$ cat src/rtl/feeder_pkg.sv
// Shared types and constants for the digest byte feeder.
// Optional feature macro: FEEDER_CHECKSUM_EN (adds the CHK state).
package feeder_pkg;

  localparam int unsigned WORD_W_DEFAULT = 32;
  localparam int unsigned BYTES_PER_WORD = WORD_W_DEFAULT / 8;

  typedef enum logic [1:0] {
    ST_IDLE  = 2'd0,
    ST_LOAD  = 2'd1,
`ifdef FEEDER_CHECKSUM_EN
    ST_SHIFT = 2'd2,
    ST_CHK   = 2'd3
`else
    ST_SHIFT = 2'd2
`endif
  } state_t;

  localparam state_t     RST_STATE = ST_IDLE;
  localparam logic [7:0] RST_BYTE  = 8'h00;
  localparam logic [7:0] RST_CSUM  = 8'h00;

  function automatic int unsigned bytes_per_word(input int unsigned w);
    return w / 8;
  endfunction

endpackage

$ cat src/rtl/feeder_fifo.sv
// Synchronous word FIFO with full/empty/count; pointers wrap modulo DEPTH.
module feeder_fifo #(
  parameter int unsigned W     = 33,
  parameter int unsigned DEPTH = 4
) (
  input  logic                       clk,
  input  logic                       rst,
  input  logic [W-1:0]               wr_data,
  input  logic                       push,
  input  logic                       pop,
  output logic [W-1:0]               rd_data,
  output logic                       full,
  output logic                       empty,
  output logic [$clog2(DEPTH):0]     count
);

  localparam int unsigned AW = $clog2(DEPTH);

  logic [W-1:0]  mem [DEPTH];
  logic [AW-1:0] wptr;
  logic [AW-1:0] rptr;
  logic [AW:0]   cnt;
  logic          do_push;
  logic          do_pop;

  assign full    = (cnt == (AW+1)'(DEPTH));
  assign empty   = (cnt == '0);
  assign count   = cnt;
  assign rd_data = mem[rptr];
  assign do_push = push && !full;
  assign do_pop  = pop && !empty;

  // Storage array: written on accepted push, no reset needed.
  always_ff @(posedge clk) begin
    if (do_push) mem[wptr] <= wr_data;
  end

  // Pointer and occupancy bookkeeping.
  always_ff @(posedge clk or posedge rst) begin
    if (rst) begin
      wptr <= '0;
      rptr <= '0;
      cnt  <= '0;
    end else begin
      if (do_push) wptr <= wptr + 1'b1;
      if (do_pop)  rptr <= rptr + 1'b1;
      case ({do_push, do_pop})
        2'b10:   cnt <= cnt + 1'b1;
        2'b01:   cnt <= cnt - 1'b1;
        default: cnt <= cnt;
      endcase
    end
  end

endmodule

$ cat src/rtl/digest_byte_feeder.sv
// Buffers digest words and unpacks them MSB-byte-first onto a byte stream.
// Optional feature macro: FEEDER_CHECKSUM_EN (XOR checksum byte per frame).
module digest_byte_feeder
  import feeder_pkg::*;
#(
  parameter int unsigned WORD_W = BYTES_PER_WORD * 8,
  parameter int unsigned DEPTH  = 4
) (
  input  logic              clk,
  input  logic              rst,
  input  logic [WORD_W-1:0] word_in,
  input  logic              word_valid,
  input  logic              word_last,
  output logic              word_ready,
  output logic [7:0]        byte_out,
  output logic              byte_valid,
  output logic              byte_last,
  input  logic              byte_ready,
  output logic              busy
);

  localparam int unsigned BPW = bytes_per_word(WORD_W);
  localparam int unsigned IW  = (BPW > 1) ? $clog2(BPW) : 1;
  localparam int unsigned CW  = $clog2(DEPTH) + 1;

  state_t            state;
  state_t            state_nx;
  logic [WORD_W-1:0] sh;
  logic              last_r;
  logic [IW-1:0]     idx;
  logic              idx_last;
  logic              fifo_full;
  logic              fifo_empty;
  logic [CW-1:0]     fifo_count;
  logic [WORD_W:0]   fifo_rd;
  logic              pop;
  logic              push;
`ifdef FEEDER_CHECKSUM_EN
  logic [7:0]        csum;
`endif

  assign word_ready = !fifo_full;
  assign push       = word_valid && !fifo_full;
  assign idx_last   = (idx == IW'(BPW - 1));
  assign busy       = (fifo_count != '0) || (state != ST_IDLE);

  feeder_fifo #(
    .W     (WORD_W + 1),
    .DEPTH (DEPTH)
  ) u_fifo (
    .clk     (clk),
    .rst     (rst),
    .wr_data ({word_last, word_in}),
    .push    (push),
    .pop     (pop),
    .rd_data (fifo_rd),
    .full    (fifo_full),
    .empty   (fifo_empty),
    .count   (fifo_count)
  );

  // Unpacker state register.
  always_ff @(posedge clk or posedge rst) begin
    if (rst) state <= RST_STATE;
    else     state <= state_nx;
  end

  // Next state, FIFO pop and byte-side outputs.
  always_comb begin
    state_nx   = state;
    pop        = 1'b0;
    byte_valid = 1'b0;
    byte_last  = 1'b0;
    byte_out   = RST_BYTE;
    case (state)
      ST_IDLE: begin
        if (!fifo_empty) state_nx = ST_LOAD;
      end
      ST_LOAD: begin
        pop      = !fifo_empty;
        state_nx = ST_SHIFT;
      end
      ST_SHIFT: begin
        byte_valid = 1'b1;
        byte_out   = sh[WORD_W-1 -: 8];
`ifdef FEEDER_CHECKSUM_EN
        if (byte_ready && idx_last) begin
          if (last_r)          state_nx = ST_CHK;
          else if (fifo_empty) state_nx = ST_IDLE;
          else                 state_nx = ST_LOAD;
        end
`else
        byte_last = last_r && idx_last;
        if (byte_ready && idx_last) state_nx = fifo_empty ? ST_IDLE : ST_LOAD;
`endif
      end
`ifdef FEEDER_CHECKSUM_EN
      ST_CHK: begin
        byte_valid = 1'b1;
        byte_last  = 1'b1;
        byte_out   = csum;
        if (byte_ready) state_nx = fifo_empty ? ST_IDLE : ST_LOAD;
      end
`endif
      default: state_nx = ST_IDLE;
    endcase
  end

  // Shift register, frame-last flag and byte index.
  always_ff @(posedge clk or posedge rst) begin
    if (rst) begin
      sh     <= '0;
      last_r <= 1'b0;
      idx    <= '0;
    end else if (state == ST_LOAD) begin
      sh     <= fifo_rd[WORD_W-1:0];
      last_r <= fifo_rd[WORD_W];
      idx    <= '0;
    end else if (state == ST_SHIFT && byte_ready) begin
      sh  <= sh << 8;
      idx <= idx + 1'b1;
    end
  end

`ifdef FEEDER_CHECKSUM_EN
  // XOR over transferred data bytes; cleared when the checksum byte leaves.
  always_ff @(posedge clk or posedge rst) begin
    if (rst)                                  csum <= RST_CSUM;
    else if (state == ST_SHIFT && byte_ready) csum <= csum ^ sh[WORD_W-1 -: 8];
    else if (state == ST_CHK && byte_ready)   csum <= RST_CSUM;
  end
`endif

endmodule

$ cat config.mk
export PLATFORM = sky130hd
export DESIGN_NAME = digest_byte_feeder
export DESIGN_NICKNAME = d
export VERILOG_FILES = /design/src/rtl/feeder_pkg.sv /design/src/rtl/feeder_fifo.sv /design/src/rtl/digest_byte_feeder.sv
export SDC_FILE = /design/constraint.sdc
export NUM_CORES = 1
export LEC_CHECK = 0
export CAP_MARGIN = 25
export CORE_UTILIZATION = 35
export CTS_CLUSTER_SIZE = 20
export DETAILED_ROUTE_END_ITERATION = 12
export GPL_ROUTABILITY_DRIVEN = 0
export SETUP_SLACK_MARGIN = 0.05
export SLEW_MARGIN = 10
export SYNTH_ARGS = -nofsm -noshare
export SYNTH_HDL_FRONTEND = slang
export SYNTH_SLANG_ARGS = --single-unit
$ cat constraint.sdc
create_clock -name clk -period 5.79 [get_ports clk]
set_input_delay 1.4475 -clock clk [delete_from_list [all_inputs] [get_ports clk]]
set_output_delay 1.4475 -clock clk [all_outputs]
set_load 0.005 [all_outputs]
## Word-level counts from Yosys, hierarchy flattened

Memories as Yosys holds them, arrays and structs flattened.
Index checks and enable logic that the tools add are counted.

| storage, ports and cells | value |
|---|---|
| output and inout bits | 12 |
| memory bits (writable) | 132 |
| register bits after elaboration | 44 |
| logic and storage cells | 52 |
| memories kept | 1 |

Memories:

| name | words | width | rd ports | clocked after memory_dff | write ports | line | text |
|---|---|---|---|---|---|---|---|
| u_fifo.mem | 4 | 33 | 1 | 0 | 1 | feeder_fifo.sv:19 | `logic [W-1:0] mem [DEPTH];` |

| cells by class | value |
|---|---|
| muxes and demuxes | 15 |
| reductions and logical operators | 16 |
| equal/unequal tests | 8 |
| $add $sub $neg | 5 |

Operators by type and width:

| kind | count |
|---|---|
| 32-bit two-way mux | 2 |
| 2-bit two-way mux | 4 |
| 8-bit two-way mux | 1 |
| 2-bit by 1-bit adder with 2-bit output (second input constant) | 3 |
| 2-bit equality test (second input constant) | 3 |
| 1-bit logical AND | 6 |
| 1-bit two-way mux | 6 |
| 2-bit case mux with 3 select lines | 1 |
| 3-bit case mux with 2 select lines | 1 |
| 2-bit nonzero test | 3 |
| 2-bit by 1-bit equality test with 1-bit output (second input constant) | 2 |
| 2-bit != test (second input constant) | 2 |
| 3-bit by 1-bit adder with 3-bit output (second input constant) | 1 |
| 3-bit equality test (second input constant) | 1 |
| 3-bit zero test | 1 |
| 3-bit nonzero test | 1 |
| 3-bit by 1-bit subtractor with 3-bit output (second input constant) | 1 |
| 1-bit zero test | 2 |
| 2-bit zero test | 1 |
| 2-bit AND reduction | 1 |
| 1-bit logical OR | 1 |

## Longest topological paths before layout

Gate-level depths: netlist of the first run.

| logic depth | value |
|---|---|
| depth after elaboration | 6 |
| gate-level depth with buffers | 8 |
| mapped depth without buffers | 7 |

## By module

A second synthesis of the first run with hierarchy kept.

| unflattened totals | value |
|---|---|
| cell total of the unflattened synthesis | 424 |
| area, all modules | 7191.9 um^2 |

Modules (own cells, without submodules):

| module | seq. area each (um^2) | area each (um^2) | times used | cells an instance |
|---|---|---|---|---|
| feeder_fifo | 4139.0 | 5242.5 | 1 | 211 |
| digest_byte_feeder | 925.9 | 1949.4 | 1 | 213 |

## Worst setup path after synthesis of the first run

No wires, ideal clock.

| path | value |
|---|---|
| path kind | input -> register |
| start point | input port word_valid |
| end point | memory u_fifo.mem[0][0] (enable) |
| slack | 3.093 ns |
| setup time | 0.393 ns |
| arrival time | 2.303 ns |
| stages on the path | 1 |
| buffers on the path | 0 |
| path through | and3_1 |

| between the ends | value |
|---|---|
| cells in the longest elaborated chain, start to end | 4 |

Ends and longest elaborated chain:

| element | line | text |
|---|---|---|
| start, declared | digest_byte_feeder.sv:12 | `input logic word_valid,` |
| 1-bit logical AND | digest_byte_feeder.sv:43 | `assign push = word_valid && !fifo_full;` |
| 1-bit logical AND | feeder_fifo.sv:30 | `assign do_push = push && !full;` |
| 1-bit two-way mux | feeder_fifo.sv:35 | `if (do_push) mem[wptr] <= wr_data;` |
| 1-bit two-way mux (not written as such) | feeder_fifo.sv:35 |  |
| end, declared | feeder_fifo.sv:19 |  |

Every way passes these cells.

## Final worst setup path of the first run

| path | value |
|---|---|
| start point | register state[1] |
| end point | output port byte_last |

| between the ends | value |
|---|---|
| cells in the longest elaborated chain, start to end | 2 |

Ends and longest elaborated chain:

| element | line | text |
|---|---|---|
| start, declared | digest_byte_feeder.sv:26 | `state_t state;` |
| start signal, assigned | digest_byte_feeder.sv:65 | `else state <= state_nx;` |
| 2-bit equality test | digest_byte_feeder.sv:75 | `case (state)` |
| 1-bit two-way mux | digest_byte_feeder.sv:75 |  |
| end, declared | digest_byte_feeder.sv:17 | `output logic byte_last,` |

Every way passes these cells.

==> results of run 1 <==
layout by cell type, fill, tap and decap left out, types with 6 or more instances in the layout:
cell             Yosys  layout
clkinv_1             0       8
nand2_1             71      71
buf_4                1       7
clkbuf_16            0      17
edfxtp_1           132     132
a21oi_1              6       6
dfrtp_1             44      42
mux4_2              28      28
clkdlybuf4s50_1      0      48
ha_1                 6       6
nor2_1              26      26
and2_1               8       8
a31oi_1             24      24
power groups by stage:
stage               clock network (mW)  logic (mW)  registers [mW]
floorplan                            0       0.915            1.84
global placement                     0        1.07            1.97
detailed placement                   0        1.10            1.98
CTS                               1.14        1.10            1.96
global route                      1.18        1.20            2.00
finish                            1.11        1.08            1.95
through the flow:
| stage | instances | hold slack [ns] |
|---|---|---|
| after floorplan | 410 | 0.437 |
| after global placement | 705 | 0.472 |
| after detailed placement | 705 | 0.466 |
| after CTS | 737 | 0.480 |
| after global routing | 739 | 0.496 |
| final | 739 | 0.488 |
state kept, by name, indices dropped and copies added (netlist names):
register,flops
u_fifo.mem,132
sh,32
u_fifo.count,3
idx,2
state,2
u_fifo.rptr,2
u_fifo.wptr,2
last_r,1
worst max-delay path, cell delays in order, from the launching register on:
cell	delay, ns
dfrtp_1	0.45
nor2b_1	0.47
and3_1	0.24
clkdlybuf4s50_1	0.50
cell families (layout without fill, tap and decap cells):
family	count (synthesis)	in the layout	synth area share
DFF	176	176	0.731
buffers and inverters	28	92	0.0269
xor gates and xnor gates	6	6	0.00759
adders and majority gates	7	7	0.0137
muxes	35	35	0.113
AOI/OAI and AO/OA	33	33	0.0286
and+or+nand+nor	125	125	0.0784
per-layer routing:
layer  vias to the layer above  track usage  routed length (um)
li1                       1647            -                   -
met1                      1774        0.176                5850
met2                        63        0.218                6100
met3                        13       0.0335                 418
met4                         0       0.0526                 171
met5                         -            0                   0
final cells by class:
class,count,area (um^2)
fill,1776,11200
sequential,176,5070
multi-input combinational,206,1680
tap,265,332
clock inverter,15,150
clock buffer,17,425
inverter,3,11.3
timing repair buffer,57,563
worst max-delay path by stage:
stage / from / endpoint / slack (ns) / cells after the start
6_report: state[1] / byte_last / 2.27 / 3
5_1_grt: state[1] / byte_out[7] / 2.16 / 3
3_5_place_dp: byte_ready / sh[10] / 2.46 / 4
4_1_cts: state[1] / byte_last / 2.24 / 3
2_1_floorplan: word_valid / u_fifo.mem[0][0] / 3.09 / 1
3_3_place_gp: byte_ready / idx[0] / 2.53 / 4
==> results.md, run 1 <==
- Clock Latency Late Sink: 0.42 ns
- Core Area: 19,400 um^2
- Crit path capture type: output pin
- I/O Buffers: 48
- Initial DRC Count: 193
- Clock Power Share: 0.267
- Number of remaining DRC errors: 0
- Primary FF master, synth: edfxtp_1
- Register share of total power: 0.471
- Cell area after synthesis: 6920 um^2
- Pin count of the biggest net entering global routing: 61
- Clock Skews: 0.00382 ns
- Crit Reg-Reg Startpoint: u_fifo.rptr[0]
- H-tree lvl count: 4
- Global-route wire length before repair: 20,000 um
- Synth Instances: 410
- Flop-to-flop setup slack: 3.55 ns
- Fin area: 8220 um^2
- CTS root buf: clkbuf_16
- Share of cells above drive strength 1: 0.143
- Kind of critical path: flop to output pin
- Initial Util: 0.357
- CTS Buf Count: 17
- Synth Net Count: 454
- CTS resizes: 0
- #FFs+latches synth: 176
- Max-slew violation count: 0
- Fin nets: 505
- Max clock buf depth: 2
- Hold depth: 2
- Clock slew at reported path FFs: 0.06 ns
- WP data required: 4.34 ns
- Async S/R FF share, synth: 0.250
- Worst path arrival time: 2.07 ns
- Final core area utilization: 0.424
- Leak: 2.90 nW
- CTS tree: built
- EDFF count, synth: 132
- Placed Area: 7620 um^2
- Initial antenna violation count: 0
- Total of max-cap violations: 0
- Total wire length: 12,500 um
- Site Rows: 51
- CP Launch Type: flop
- Netlist cell types: 32
- Largest area contributor in the netlist: edfxtp_1
- N_diodes: 0
- I/O pin count: 49
- Total design power: 4.15 mW
- P_int: 2.93 mW
- Post-CTS Repair Setup Buffers: 0
- Hold Vio Cnt, Final: 0
- Gate power share: 0.261
- PnR worst setup slack: 2.27 ns
- Hold Path Sink: last_r
- Worst-margin pin slew: 0.918 ns
- Fin crit share: 0.608
- Worst vdd ir: 0.188 mV
- Vias in the first global route: 3,653
- Detailed placement HPWL: 7450 um
- Critical Path Fanout Max: 10
- Sequential fraction of the synthesis area: 0.731
- Hold Buf Count CTS: 0
- Yosys top cell area share: 0.572
- R2r endpoint: sh[16]
- Yosys warns: 0
- Via count: 3,497
- Most common cell in the netlist: edfxtp_1
- RSZ-0062 raised after global routing: no
- PwrDens: 504 nW/um^2
- Max Clk Rate: 0.284 GHz
- Hold Path Origin: last_r
- Vias per inst: 4.73
- Total grt overflow: 0
- Die Width: 143 um
- Setup_tns: 0 ns
- Min Tclk post-route: 3.52 ns
- Pre-antenna DRT Iters: 4
- Pre-CTS setup slack: 2.46 ns
- Switching Share: 0.292
- Die area: 20,300 um^2
- GRT Resource Usage Total: 0.135
- Worst r2r path cells: 4
- Layout overhead on the synthesized area: 18.8%
- Max_slew headroom: 0.388
- Antenna Nets Post-Route: 0
- Die Span Y: 143 um
- Wire per inst: 17.0 um
- HP Class: flop to flop
- Post-synth top cells: edfxtp_1, nand2_1, dfrtp_1
- Clock Sink Count: 176
- Synth area leaders: edfxtp_1, dfrtp_1, mux4_2
- Final setup viols: 0
- Switching power: 1.21 mW
- Syn avg cell area: 16.9 um^2
- Status: finished, final reports clean
(Power assumes the default switching activity.)
==> run 2: changes to the inputs <==
==> constraint.sdc (replaced) <==
create_clock -name clk -period 2.98 [get_ports clk]
set_input_delay 0.745 -clock clk [delete_from_list [all_inputs] [get_ports clk]]
set_output_delay 0.745 -clock clk [all_outputs]
set_load 0.005 [all_outputs]
==> run 2 against run 1 <==
Clock power up 84%; worst setup slack worse by 2.0 ns; final area up 0.32%; global-route usage up 0.078 points; non-clock buffer count up 4; core utilization up 0.14 points; combinational power up 120%; critical path depth unchanged; via count up 1.5%; first-iteration DRC count up 14%; cell count up 0.41%; largest cell class unchanged; total power up 93%.
==> results.md, run 2 (synthesis gave the netlist of run 1 again) <==
- Status: finished, final reports clean
- Critical Path Fanout Max: 5
- Pre-antenna DRT Iters: 4
- Max Clk Rate: 0.367 GHz
- Seq. cell area: 5070 um^2
- Placed Cells incl. Taps: 711
- Global-route wire length before repair: 20,000 um
- CP cell instances: or3_1, or3_1, clkdlybuf4s50_1
- Top delay family on crit path: simple AND/OR/NAND/NOR gates
- Fin crit share: 0.913
- Max clock buf depth: 2
- Initial Util: 0.357
- Levels on crit path: 3
- RSZ-0062 raised after global routing: no
- Worst r2r path cells: 5
- Crit path capture type: output pin
- Worst vdd ir: 0.391 mV
- Clock Sink Count: 176
- Buf+Inv Stages, Crit Path: 1
- H-tree lvl count: 4
- Core Area: 19,400 um^2
- Pin count of the biggest net entering global routing: 61
- Flop-to-flop setup slack: 0.91 ns
- CP endpoint: busy
- WP data required: 2.24 ns
- Max reg flops: 132
- Die area: 20,300 um^2
- Pre-CTS setup slack: 0.456 ns
- I/O Buffers: 48
- CP Launch Type: flop
- Clock Latency Late Sink: 0.41 ns
- Slowest CP cell: clkdlybuf4s50_1
- GRT Resource Usage Total: 0.136
- Final cell count without fillers: 742
- Vias in the first global route: 3,729
- Final core area utilization: 0.425
- Die Width: 143 um
- Leak: 2.91 nW
- CTS resizes: 0
- Post-CTS Repair Setup Buffers: 0
- Crit Reg-Reg Startpoint: u_fifo.count[1]
- Die Span Y: 143 um
- Max-slew violation count: 0
- Fin nets: 509
- Site Rows: 51
- Clock slew at reported path FFs: 0.06 ns
- Worst-margin pin slew: 0.576 ns
- Initial DRC Count: 220
- Biggest register: u_fifo.mem
- Max_slew headroom: 0.616
- Kind of critical path: flop to output pin
- Worst path arrival time: 1.98 ns
- Hold Buf Count CTS: 0
- Vias per inst: 4.78
- Detailed placement HPWL: 7590 um
- CTS root buf: clkbuf_16
- Share of cells above drive strength 1: 0.140
- Number of remaining DRC errors: 0
- CP dominant cell by count: or3_1
- N_diodes: 0
- Final setup viols: 0
- Initial antenna violation count: 0
- Via count: 3,550
- Hold Vio Cnt, Final: 0
- CTS Buf Count: 17
- Setup_tns: 0 ns
- Fill cells: 1,780
- Wire per inst: 16.9 um
- Hold Path Origin: last_r
- PwrDens: 970 nW/um^2
- Total grt overflow: 0
- Commonest non-fill, non-tap cells in the layout: edfxtp_1, nand2_1, clkdlybuf4s50_1, dfrtp_1, mux4_2
- CP startpoint: u_fifo.count[1]
- Most common cell after layout, fill and taps aside: edfxtp_1
- Multi-input logic area: 1680 um^2
- HP Class: flop to flop
- R2r endpoint: u_fifo.count[1]
- CTS tree: built
- Total of max-cap violations: 0
- I/O pin count: 49
- Max stage delay on crit path: 0.45 ns
- PnR worst setup slack: 0.258 ns
- Antenna Nets Post-Route: 0
- Total wire length: 12,500 um
- Min Tclk post-route: 2.72 ns
- Clock Skews: 0.00477 ns
- Layout overhead on the synthesized area: 19.2%
## run 2: worst register-to-register path, delay by kind of cell, from the launching register on
kind / cells / cell delay, ns
simple gates: 2 / 0.63
fa+ha+maj: 2 / 0.63
mux: 1 / 0.27
flops: 1 / 0.42
## run 2: where the power goes
group          switching, mW  leakage [nW]  internal (mW)
logic                   1.24         0.925           1.12
clock network          0.820         0.251           1.22
registers              0.264          1.73           3.35
total                   2.32          2.91           5.68
## run 2: worst min-delay path by stage
| stage | end | slack [ns] | cells past startpoint |
|---|---|---|---|
| CTS | last_r | 0.50 | 2 |
| global route | u_fifo.count[2] | 0.52 | 1 |
| floorplan | last_r | 0.44 | 2 |
| global placement | last_r | 0.48 | 2 |
| detailed placement | last_r | 0.49 | 2 |
| finish | last_r | 0.50 | 2 |
## run 2: metal layers
| metal | wire length [um] | vias up | global-route usage |
|---|---|---|---|
| li1 | - | 1651 | - |
| met5 | 0 | - | 0 |
| met2 | 6090 | 79 | 0.220 |
| met3 | 623 | 10 | 0.0355 |
| met4 | 134 | 0 | 0.0532 |
| met1 | 5650 | 1810 | 0.176 |
## run 2: layout make-up
cell class,count,share of cell area
clock buffer,23,0.0543
tap,265,0.0402
clock inverter,8,0.0109
multi-input combinational,206,0.203
inverter,3,0.00136
timing repair buffer,61,0.0761
sequential,176,0.614
## run 2: per-stage QoR
| stage | hold WS (ns) | instance area [um^2] | power (mW) |
|---|---|---|---|
| 2_1_floorplan | 0.437 | 6920 | 5.36 |
| 3_3_place_gp | 0.483 | 7710 | 6.01 |
| 3_5_place_dp | 0.487 | 7710 | 6.09 |
| 4_1_cts | 0.499 | 8250 | 8.14 |
| 5_1_grt | 0.523 | 8250 | 8.52 |
| 6_report | 0.499 | 8250 | 8.01 |
==> run 3: changes to the inputs <==
--- a/config.mk
+++ b/config.mk
@@ -5,9 +5,9 @@
 export SDC_FILE = /design/constraint.sdc
 export NUM_CORES = 1
 export LEC_CHECK = 0
-export CAP_MARGIN = 25
+export CAP_MARGIN = 20
 export CORE_UTILIZATION = 35
-export CTS_CLUSTER_SIZE = 20
+export CTS_CLUSTER_SIZE = 12
 export DETAILED_ROUTE_END_ITERATION = 12
 export GPL_ROUTABILITY_DRIVEN = 0
 export SETUP_SLACK_MARGIN = 0.05
==> constraint.sdc (replaced) <==
create_clock -name clk -period 2.3 [get_ports clk]
set_input_delay 0.575 -clock clk [delete_from_list [all_inputs] [get_ports clk]]
set_output_delay 0.575 -clock clk [all_outputs]
set_load 0.005 [all_outputs]
==> run 3 against run 2 <==
Clock power grew 38%; sequential power grew 29%; core utilization grew 0.72 points; total power increased by 33%; cell count up 1.6%; largest cell class unchanged.
==> results.md, run 3 (synthesis gave the netlist of run 1 again) <==
- Share of cells above drive strength 1: 0.180
- Placed Area: 7750 um^2
- Min Tclk post-route: 2.24 ns
- I/O Buffers: 48
- Pre-antenna DRT Iters: 4
- Total wire length: 12,600 um
- I/O pin count: 49
- CP Launch Type: flop
- Clock slew at reported path FFs: 0.06 ns
- Worst path arrival time: 1.66 ns
- Pin count of the biggest net entering global routing: 61
- Vias per inst: 4.72
- Final setup viols: 0
- Initial antenna violation count: 0
- Layout overhead on the synthesized area: 21.2%
- Max_slew headroom: 0.504
- Max clock buf depth: 2
- Core Area: 19,400 um^2
- Initial Util: 0.357
- Wire per inst: 16.6 um
- Final cell count without fillers: 754
- Pre-CTS setup slack: 0.0288 ns
- Die Span Y: 143 um
- Max Clk Rate: 0.447 GHz
- Total of max-cap violations: 0
- Hold Vio Cnt, Final: 0
- GRT Resource Usage Total: 0.136
- Clock Latency Late Sink: 0.42 ns
- WP data required: 1.73 ns
- Die Width: 143 um
- HP Class: input port to asynchronous set/reset pin
- Critical Path Fanout Max: 6
- Placed Cells incl. Taps: 714
- Antenna Nets Post-Route: 0
- Crit Reg-Reg Startpoint: u_fifo.count[1]
- Total design power: 10.7 mW
- Worst-margin pin slew: 0.740 ns
- Clock Skews: 0.00748 ns
- Initial DRC Count: 209
- Via count: 3,557
- Most common cell after layout, fill and taps aside: edfxtp_1
- Max stage delay on crit path: 0.43 ns
- Status: finished, final reports clean
- Vias in the first global route: 3,747
- Crit path capture type: output pin
- CTS tree: built
- N_diodes: 0
- CTS root buf: clkbuf_16
- Max reg flops: 132
- RSZ-0062 raised after global routing: yes
- Biggest register: u_fifo.mem
- Commonest non-fill, non-tap cells in the layout: edfxtp_1, nand2_1, dfrtp_1, clkdlybuf4s50_1, mux4_2
- CTS Buf Count: 17
- Die area: 20,300 um^2
- Clock Sink Count: 176
- PwrDens: 1270 nW/um^2
- Fin area: 8390 um^2
- Number of remaining DRC errors: 0
- Leak: 3.03 nW
- Detailed placement HPWL: 7600 um
- CP startpoint: u_fifo.count[1]
- Kind of critical path: flop to output pin
- Global-route wire length before repair: 20,200 um
- Worst vdd ir: 0.519 mV
- PnR worst setup slack: 0.0632 ns
- Fin nets: 520
- Fin crit share: 0.973
- CP cell instances: buf_4, or3b_4, dlygate4sd2_1
- Max-slew violation count: 0
- Site Rows: 51
- Slowest CP cell: or3b_4
- Total grt overflow: 0
- H-tree lvl count: 4
-- run 3: cell count changes in the layout (fill, tap and decap cells not counted), moves of 2 or more --
cell,change
dfrtp_1,-2
dfrtp_2,+2
buf_4,+9
dlygate4sd2_1,+10
clkinv_4,+2
clkdlybuf4s50_1,-11
clkbuf_1,-3
-- run 3: final cells by class --
cell class	instances	area, um^2
flip-flops and latches	176	5070
inverters	3	11.3
clock buffers	20	437
repair buffers	72	709
clock inverters	12	143
well taps	265	332
multi-input cells	206	1690
fillers	1765	11000
-- run 3: worst paths after layout --
path                                   end  slack (ns)  cells after the start
setup / recovery                word_ready        0.06                      3
hold / removal              u_fifo.wptr[1]        0.50                      2
setup reg to reg           u_fifo.count[2]        0.13                      9
hold reg to reg                     last_r        0.50                      2
max in group asynchronous           sh[18]        1.26                      3
min in group clk                    last_r        0.50                      2
-- run 3: critical path, delay by kind of cell (launching register included) --
| family | cells | cell delay [ns] |
|---|---|---|
| buf+inv | 2 | 0.42 |
| flops | 1 | 0.39 |
| simple gates | 1 | 0.43 |
-- run 3: timing repair --
action,CTS,global route
resized for setup,15,4
hold buffers,0,0
buffers inserted,5,2
endpoints found under the setup margin,12,2
hold endpoints to repair,0,0
pin swaps,0,0
cloned,0,1
-- run 3: metal layers --
layer | global-route usage | vias to the layer above | share of wire | routed length (um)
met4 | 0.0407 | 0 | 0.0084 | 105
met2 | 0.221 | 74 | 0.50 | 6260
met1 | 0.177 | 1798 | 0.46 | 5720
met5 | 0 | - | 0 | 0
li1 | - | 1676 | - | -
met3 | 0.0376 | 9 | 0.037 | 470
-- run 3: power breakdown --
group / leakage [nW] / internal (mW) / total (mW) / switching [mW]
logic: 1.02 / 1.53 / 3.19 / 1.66
registers: 1.73 / 4.34 / 4.66 / 0.315
clock network: 0.274 / 1.69 / 2.81 / 1.11
-- run 3: through the flow --
step / hold slack, ns / TNS, ns / util
after detailed placement: 0.483 / 0 / 0.399
after CTS: 0.497 / -0.0532 / 0.431
final: 0.496 / 0 / 0.433
after floorplan: 0.437 / 0 / -
after global routing: 0.514 / 0 / 0.433
after global placement: 0.481 / 0 / 0.399
